--- config.mk ---
export PLATFORM = sky130hd
export DESIGN_NAME = spi_master
export DESIGN_NICKNAME = d
export VERILOG_FILES = /design/src/rtl/spi_master.sv
export SDC_FILE = /design/constraint.sdc
export NUM_CORES = 1
export LEC_CHECK = 0
export ABC_CLOCK_PERIOD_IN_PS = 2500
export CAP_MARGIN = 20
export CORE_ASPECT_RATIO = 0.8
export CORE_MARGIN = 1
export CORE_UTILIZATION = 50
export DETAILED_ROUTE_END_ITERATION = 8
export HOLD_SLACK_MARGIN = 0.12
export PLACE_DENSITY = 0.74
export REMOVE_ABC_BUFFERS = 1
export SYNTH_ARGS = -nofsm -noshare
export SYNTH_HDL_FRONTEND = slang
export SYNTH_SLANG_ARGS = --single-unit
--- constraint.sdc ---
create_clock -name clk_i -period 2.5 [get_ports clk_i]
set_input_delay 0.5 -clock clk_i [delete_from_list [all_inputs] [get_ports clk_i]]
set_output_delay 0.5 -clock clk_i [all_outputs]
set_load 0.01 [all_outputs]
--- src/rtl/spi_master.sv ---
// SPI mode-0 initiator: one DATA_W-bit MSB-first frame per chip-select, full duplex.
// Define SPI_MASTER_LOOPBACK_EN to add loopback_i, which feeds mosi back into the RX shifter.
module spi_master #(
  parameter int DATA_W  = 8,
  parameter int CLK_DIV = 4,
  parameter int CS_GAP  = 2
) (
  input  logic              clk_i,
  input  logic              rst_ni,
  input  logic [DATA_W-1:0] tx_data_i,
  input  logic              tx_valid_i,
  output logic              tx_ready_o,
  output logic [DATA_W-1:0] rx_data_o,
  output logic              rx_valid_o,
  output logic              busy_o,
  output logic              sclk_o,
  output logic              mosi_o,
  input  logic              miso_i,
`ifdef SPI_MASTER_LOOPBACK_EN
  input  logic              loopback_i,
`endif
  output logic              cs_n_o
);

  // state | meaning
  // IDLE  | waiting for tx_valid, cs_n high
  // SETUP | cs_n low, sclk low for CLK_DIV cycles before the first rise
  // XFER  | sclk toggling, then one trailing low half-period before cs_n rises
  // GAP   | cs_n high; together with the IDLE cycle gives CS_GAP cycles between frames
  typedef enum logic [1:0] {IDLE, SETUP, XFER, GAP} state_e;

  localparam int DW = $clog2(CLK_DIV + 1);
  localparam int EW = $clog2(2 * DATA_W + 1);
  localparam int GW = $clog2(CS_GAP + 1);

  state_e state_q, state_d;

  logic [DW-1:0]     div_q, div_d;
  logic [EW-1:0]     edge_q, edge_d;
  logic [GW-1:0]     gap_q, gap_d;
  logic [DATA_W-1:0] tx_sr_q, tx_sr_d;
  logic [DATA_W-1:0] rx_sr_q, rx_sr_d;
  logic [DATA_W-1:0] rx_data_q, rx_data_d;
  logic              rx_valid_q, rx_valid_d;
  logic              busy_q, busy_d;
  logic              sclk_q, sclk_d;
  logic              cs_n_q, cs_n_d;

  logic accept, div_tc, last_edge, gap_done, rx_bit;

  assign accept    = tx_valid_i && (state_q == IDLE);
  assign div_tc    = (int'(div_q) == CLK_DIV - 1);
  assign last_edge = (int'(edge_q) == 2 * DATA_W);
  assign gap_done  = (int'(gap_q) + 2 >= CS_GAP);

`ifdef SPI_MASTER_LOOPBACK_EN
  assign rx_bit = loopback_i ? tx_sr_q[DATA_W-1] : miso_i;
`else
  assign rx_bit = miso_i;
`endif

  always_ff @(posedge clk_i or negedge rst_ni) begin
    if (!rst_ni) state_q <= IDLE;
    else         state_q <= state_d;
  end

  always_comb begin
    state_d = state_q;
    case (state_q)
      IDLE:    if (accept) state_d = SETUP;
      SETUP:   if (div_tc) state_d = XFER;
      XFER:    if (div_tc && last_edge) state_d = (CS_GAP > 1) ? GAP : IDLE;
      GAP:     if (gap_done) state_d = IDLE;
      default: state_d = IDLE;
    endcase
  end

  always_comb begin
    div_d      = div_q;
    edge_d     = edge_q;
    gap_d      = gap_q;
    tx_sr_d    = tx_sr_q;
    rx_sr_d    = rx_sr_q;
    rx_data_d  = rx_data_q;
    rx_valid_d = 1'b0;
    busy_d     = busy_q;
    sclk_d     = sclk_q;
    cs_n_d     = cs_n_q;
    case (state_q)
      IDLE: begin
        if (accept) begin
          tx_sr_d = tx_data_i;
          rx_sr_d = '0;
          cs_n_d  = 1'b0;
          busy_d  = 1'b1;
          div_d   = '0;
          edge_d  = '0;
          gap_d   = '0;
        end
      end
      SETUP: begin
        if (div_tc) begin
          div_d   = '0;
          sclk_d  = 1'b1;
          edge_d  = EW'(1);
          rx_sr_d = {rx_sr_q[DATA_W-2:0], rx_bit};
        end else begin
          div_d = div_q + DW'(1);
        end
      end
      XFER: begin
        if (!div_tc) begin
          div_d = div_q + DW'(1);
        end else begin
          div_d = '0;
          if (last_edge) begin
            cs_n_d     = 1'b1;
            rx_data_d  = rx_sr_q;
            rx_valid_d = 1'b1;
            busy_d     = (CS_GAP > 1) ? 1'b1 : 1'b0;
          end else begin
            sclk_d = !sclk_q;
            edge_d = edge_q + EW'(1);
            if (!sclk_q) begin
              rx_sr_d = {rx_sr_q[DATA_W-2:0], rx_bit};
            end else if (int'(edge_q) + 1 < 2 * DATA_W) begin
              tx_sr_d = {tx_sr_q[DATA_W-2:0], 1'b0};
            end
          end
        end
      end
      GAP: begin
        if (gap_done) busy_d = 1'b0;
        else          gap_d  = gap_q + GW'(1);
      end
      default: ;
    endcase
  end

  always_ff @(posedge clk_i or negedge rst_ni) begin
    if (!rst_ni) begin
      div_q      <= '0;
      edge_q     <= '0;
      gap_q      <= '0;
      tx_sr_q    <= '0;
      rx_sr_q    <= '0;
      rx_data_q  <= '0;
      rx_valid_q <= 1'b0;
      busy_q     <= 1'b0;
      sclk_q     <= 1'b0;
      cs_n_q     <= 1'b1;
    end else begin
      div_q      <= div_d;
      edge_q     <= edge_d;
      gap_q      <= gap_d;
      tx_sr_q    <= tx_sr_d;
      rx_sr_q    <= rx_sr_d;
      rx_data_q  <= rx_data_d;
      rx_valid_q <= rx_valid_d;
      busy_q     <= busy_d;
      sclk_q     <= sclk_d;
      cs_n_q     <= cs_n_d;
    end
  end

  assign tx_ready_o = (state_q == IDLE);
  assign rx_data_o  = rx_data_q;
  assign rx_valid_o = rx_valid_q;
  assign busy_o     = busy_q;
  assign sclk_o     = sclk_q;
  assign mosi_o     = tx_sr_q[DATA_W-1];
  assign cs_n_o     = cs_n_q;

endmodule
Word-level counts from Yosys, hierarchy flattened:

Cells that the tools add are included.

* $add $sub $neg: 5
* $lt $le $gt $ge: 2
* equality and inequality tests: 16
* mux-type cells: 42
* reduce and logical (&&, ||, !) cells: 21

Operator list (number)
* 2-to-1 mux 8 bit: 10
* case mux 8 bit (3 select lines): 1
* 2-to-1 mux 5 bit: 4
* inequality test 2 bit (second input constant): 10
* case mux 8 bit (2 select lines): 1
* case mux 5 bit (3 select lines): 1
* 2-to-1 mux 2 bit: 6
* AND reduction 4 bit: 3
* AND reduction 6 bit: 2
* 2-to-1 mux 1 bit: 11
* AND reduction 5 bit: 2
* case mux 2 bit (4 select lines): 1
* nonzero test 2 bit: 4
* adder 5 x 1 -> 6 bit (second input constant): 1
* < comparator 6 x 5 -> 1 bit (second input constant): 1
* 2-to-1 mux 3 bit: 2
* case mux 3 bit (2 select lines): 1
* AND reduction 3 bit: 2
* nonzero test 3 bit: 2
* adder 5 x 1 -> 5 bit (second input constant): 1
* equality test 5 bit (second input constant): 1
* equality test 2 bit (second input constant): 2
* case mux 1 bit (2 select lines): 2
* case mux 2 bit (2 select lines): 1
* other kinds (13): 14

* register bits: 40
* output and inout port bits: 14
* logic and storage cells: 97

Longest topological paths before layout:

* word-level depth: 7
* gate-level depth with buffers: 8

Worst setup path before layout:

No wires, ideal clock.

* path type: reg2reg
* from: reg state_q[0]
* to: reg edge_q[2]
* setup time: 0.121 ns
* data arrival time: 1.908 ns
* setup slack: 0.471 ns
* cell stages (with the launch flop): 9
* cells stage by stage: dfrtp_1 -> inv_1 -> ha_1 -> clkbuf_1 -> or2_2 -> a211oi_2 -> buf_2 -> o211ai_1 -> a22o_2

* longest elaborated chain between the ends: 4
* elaborated cells on any way between the ends: 11
* classes of those cells: 6 x eq/ne; 1 x mux; 4 x reduce/logical

Ends and longest elaborated chain
* start: declaration: RTL line 36 `state_e state_q, state_d;`
* start signal: assignment: RTL line 64 `else state_q <= state_d;`
* zero test 2 bit: RTL line 51, 89
* logical AND 1 bit: RTL line 51 `assign accept = tx_valid_i && (state_q == IDLE);`
* inequality test 2 x 1 -> 1 bit (no source line)
* AND reduction 5 bit (no source line)
* end signal: assignment: RTL line 154 `edge_q <= edge_d;`
* end: declaration: RTL line 39 `logic [EW-1:0] edge_q, edge_d;`

Parallel ways exist; a longest one is shown, timed or not.
A chain may end at the register's enable or synchronous reset.

Final worst setup path:

* from: reg state_q[0]
* to: out tx_ready_o

* longest elaborated chain between the ends: 1

Ends and longest elaborated chain
* zero test 2 bit: RTL line 166 `assign tx_ready_o = (state_q == IDLE);`
* end: declaration: RTL line 12 `output logic tx_ready_o,`

Every way passes these cells.

==> out/metrics.cfg <==
[layout]
syn_to_final_growth_pct = 21.5
drive_above_1_share_pct = 24.5
fin_nets = 218
num-fill-cells = 273
antenna_cells = 0
multi_input_area_um2 = 891
regArea_um2 = 952

[timing]
fmax_ghz = 0.446
max_slew_margin_pct = 45.7
hold_viol_final = 0
fin_crit_sh_pct = 89.8
rsz0062_at_grt = false
period_minus_slack_ns = 2.24
finalSetupViolCount = 0
drv_slew = 0
worst_pin_slew_ns = 0.814
finalClockSkew_ns = 0.00244
whs_ns = 0.293
tns_ns = 0

[worst_setup_path]
endpoint_kind = primary output
reg2reg_from = edge_q[0]$_DFFE_PN0P_
crit_type = flop to primary output
critPathMaxFanout = 8
startpoint_type = flop
cp.arrival_ns = 1.74
reg2reg_to = tx_sr_q[1]$_DFFE_PN0P_
rrSetupSlack_ns = 0.31
endpoint = tx_ready_o
critPathLaunch = state_q[0]$_DFFE_PN0P_
r2r_cells = 6
required_ns = 2.00

[synth]
synth_edf_count = 0
synth_top_family_by_area = multiplexers
synth-simple-area-share_pct = 13.7
synth.avg_cell_area_um2 = 11.4
ys.warnings.count = 0
yosys.area_share.adder_pct = 4.56
synth_cells = 169
synth-compound-area-share_pct = 13.3
synth_area_um2 = 1920
yosysSeqAreaShare_pct = 49.6
synth.most_common_cell = dfrtp_1
synth.top_cell.area_share_pct = 48.2
ys_ff_latch = 38
synthMuxAreaShare_pct = 14.9
ys_types = 40
ys.flop_type = dfrtp_1
yosysTopAreaCell = dfrtp_1
synthTopCellsByArea = dfrtp_1 48%, mux2_2 12%, ha_1 4.6%
synth_common_cells = 37 x dfrtp_1, 20 x mux2_2, 13 x inv_1
async_flop_share_pct = 100
synth-xor-area-share_pct = 0

[clock_tree]
cts_setup_buffers = 0
clock-root-buffer = clkbuf_8
cts_hold_buf = 0
cts_max_path_buffers = 2
cts_tree = done
clock_latency_ns = 0.29
postCtsResizedCells = 0
path_clk_slew_ns = 0.07
cts_buffers = 5
numClockSinks = 38
htreeDepth = 2

[die]
rows = 19
initial_core_util_pct = 54.2
die_width_um = 71.3
ios = 26
die_area_um2 = 4090
die_y_um = 57.4
fp.coreArea_um2 = 3540

[global_route]
overflow = 0
grt_pass1_wl_mm = 6.44
grt_use_met1_pct = 29.5
top_usage_layer = met2
use_met2_pct = 31.3
grt_max_degree = 39
antenna_found_initial = 0
grt_pass1_vias = 1337
grt_usage_pct = 21.4
grt.met3_usage_pct = 7.07

[power_and_ir_drop]
intPower_uw = 940
peakVddDrop_mv = 0.317
p_comb_share_pct = 3.3
p_switching_uw = 225
p_per_area_nw_per_um2 = 499
leakage_nw = 1.10
p_sw_share_pct = 19.3
p_seq_share_pct = 53.5
pwr-share-clk_pct = 43.2

[route]
avgViaCountPerCell = 5.86
post_drt_wl_per_cell_um = 15.6
routed_wl_mm = 3.79
vias = 1417
drc = 0
first_pass_iters = 4
drt_iter0_drc = 84
drtAntennaViolNets = 0

[outcome]
outcome = complete, no violations

[placed_design]
io_buffers = 25
dpl.hpwl_mm = 2.82
routabilityCongestion = 0.758

[min_path]
holdCritPathClass = primary input to asynchronous set/reset pin

[flow_run]
max-cap-violations = 0

[routing by layer]
layer	wire (µm)	vias up
met5	0	-
met4	57	0
met3	158	5
met2	1720	27
met1	1860	720
li1	-	665
[how the worst min path moves through the flow]
stage / startpoint / to / slack (ns)
2_1_floorplan: rst_ni / busy_o$_DFFE_PN0P_ / 0.20
3_3_place_gp: rx_data_o[7]$_DFFE_PN0P_ / rx_data_o[7]$_DFFE_PN0P_ / 0.46
3_5_place_dp: rx_data_o[7]$_DFFE_PN0P_ / rx_data_o[7]$_DFFE_PN0P_ / 0.47
4_1_cts: rst_ni / div_q[0]$_DFFE_PN0P_ / 0.33
5_1_grt: rst_ni / rx_data_o[7]$_DFFE_PN0P_ / 0.36
6_report: rst_ni / rx_data_o[7]$_DFFE_PN0P_ / 0.29
[logic make-up after synthesis]
logic type               count (synthesis)
multiplexers                            26
adder cells (fa/ha/maj)                  7
AND/OR/NAND/NOR                         45
AO/OA/AOI/OAI                           33
flip-flops                              38
buffers and inverters                   20
[cell usage in the layout (no fill, tap or decap), drive strengths merged, types with 2 or more instances in the layout]
cell,count
a211oi,3
a21bo,6
a21oi,4
and3,2
buf,6
clkbuf,7
clkdlybuf4s50,24
dfrtp,37
ha,7
inv,13
mux2,20
mux2i,6
nand2,12
nand2b,3
nand3,4
nand4,8
nor2,5
nor2b,3
o211ai,2
o21ai,10
[final cells by class]
type	instances	share of cell area [%]
inverters	13	2.09
clock buffers	7	3.27
multi-input cells	111	38.2
well taps	42	2.25
repair buffers	30	12.1
flip-flops and latches	38	40.8
clock inverters	1	1.29
[worst max-delay path: stages (launching register included)]
cell and delay [ns]:
dfrtp_1 0.41, inv_1 0.10, ha_1 0.34, clkdlybuf4s50_1 0.60
[power groups by stage]
| stage | logic (mW) | clock network, mW | registers [mW] |
|---|---|---|---|
| 2_1_floorplan | 0.00979 | 0 | 0.634 |
| 4_1_cts | 0.0399 | 0.517 | 0.623 |
| 5_1_grt | 0.0438 | 0.545 | 0.624 |
| 6_report | 0.0385 | 0.503 | 0.623 |
| 3_5_place_dp | 0.0398 | 0 | 0.635 |
| 3_3_place_gp | 0.0385 | 0 | 0.635 |
[sequential cells by signal, indices dropped and copies added (netlist names)]
| register | flops |
|---|---|
| cs_n_o | 1 |
| sclk_o | 1 |
| div_q | 3 |
| busy_o | 1 |
| rx_sr_q | 8 |
| edge_q | 5 |
| tx_sr_q | 8 |
| rx_valid_o | 1 |
| state_q | 2 |
| rx_data_o | 8 |
[stage by stage]
stage               cells  util, %  power, mW  setup slack (ns)  area, µm²
global placement      234     62.9      0.673             0.225       2230
detailed placement    234     62.9      0.675             0.104       2230
floorplan             162        -      0.644            0.0439       1890
CTS                   242     65.9       1.18             0.250       2330
global route          242     65.9       1.21             0.145       2330
finish                242     65.9       1.17             0.256       2330
(Power assumes the default switching activity.)
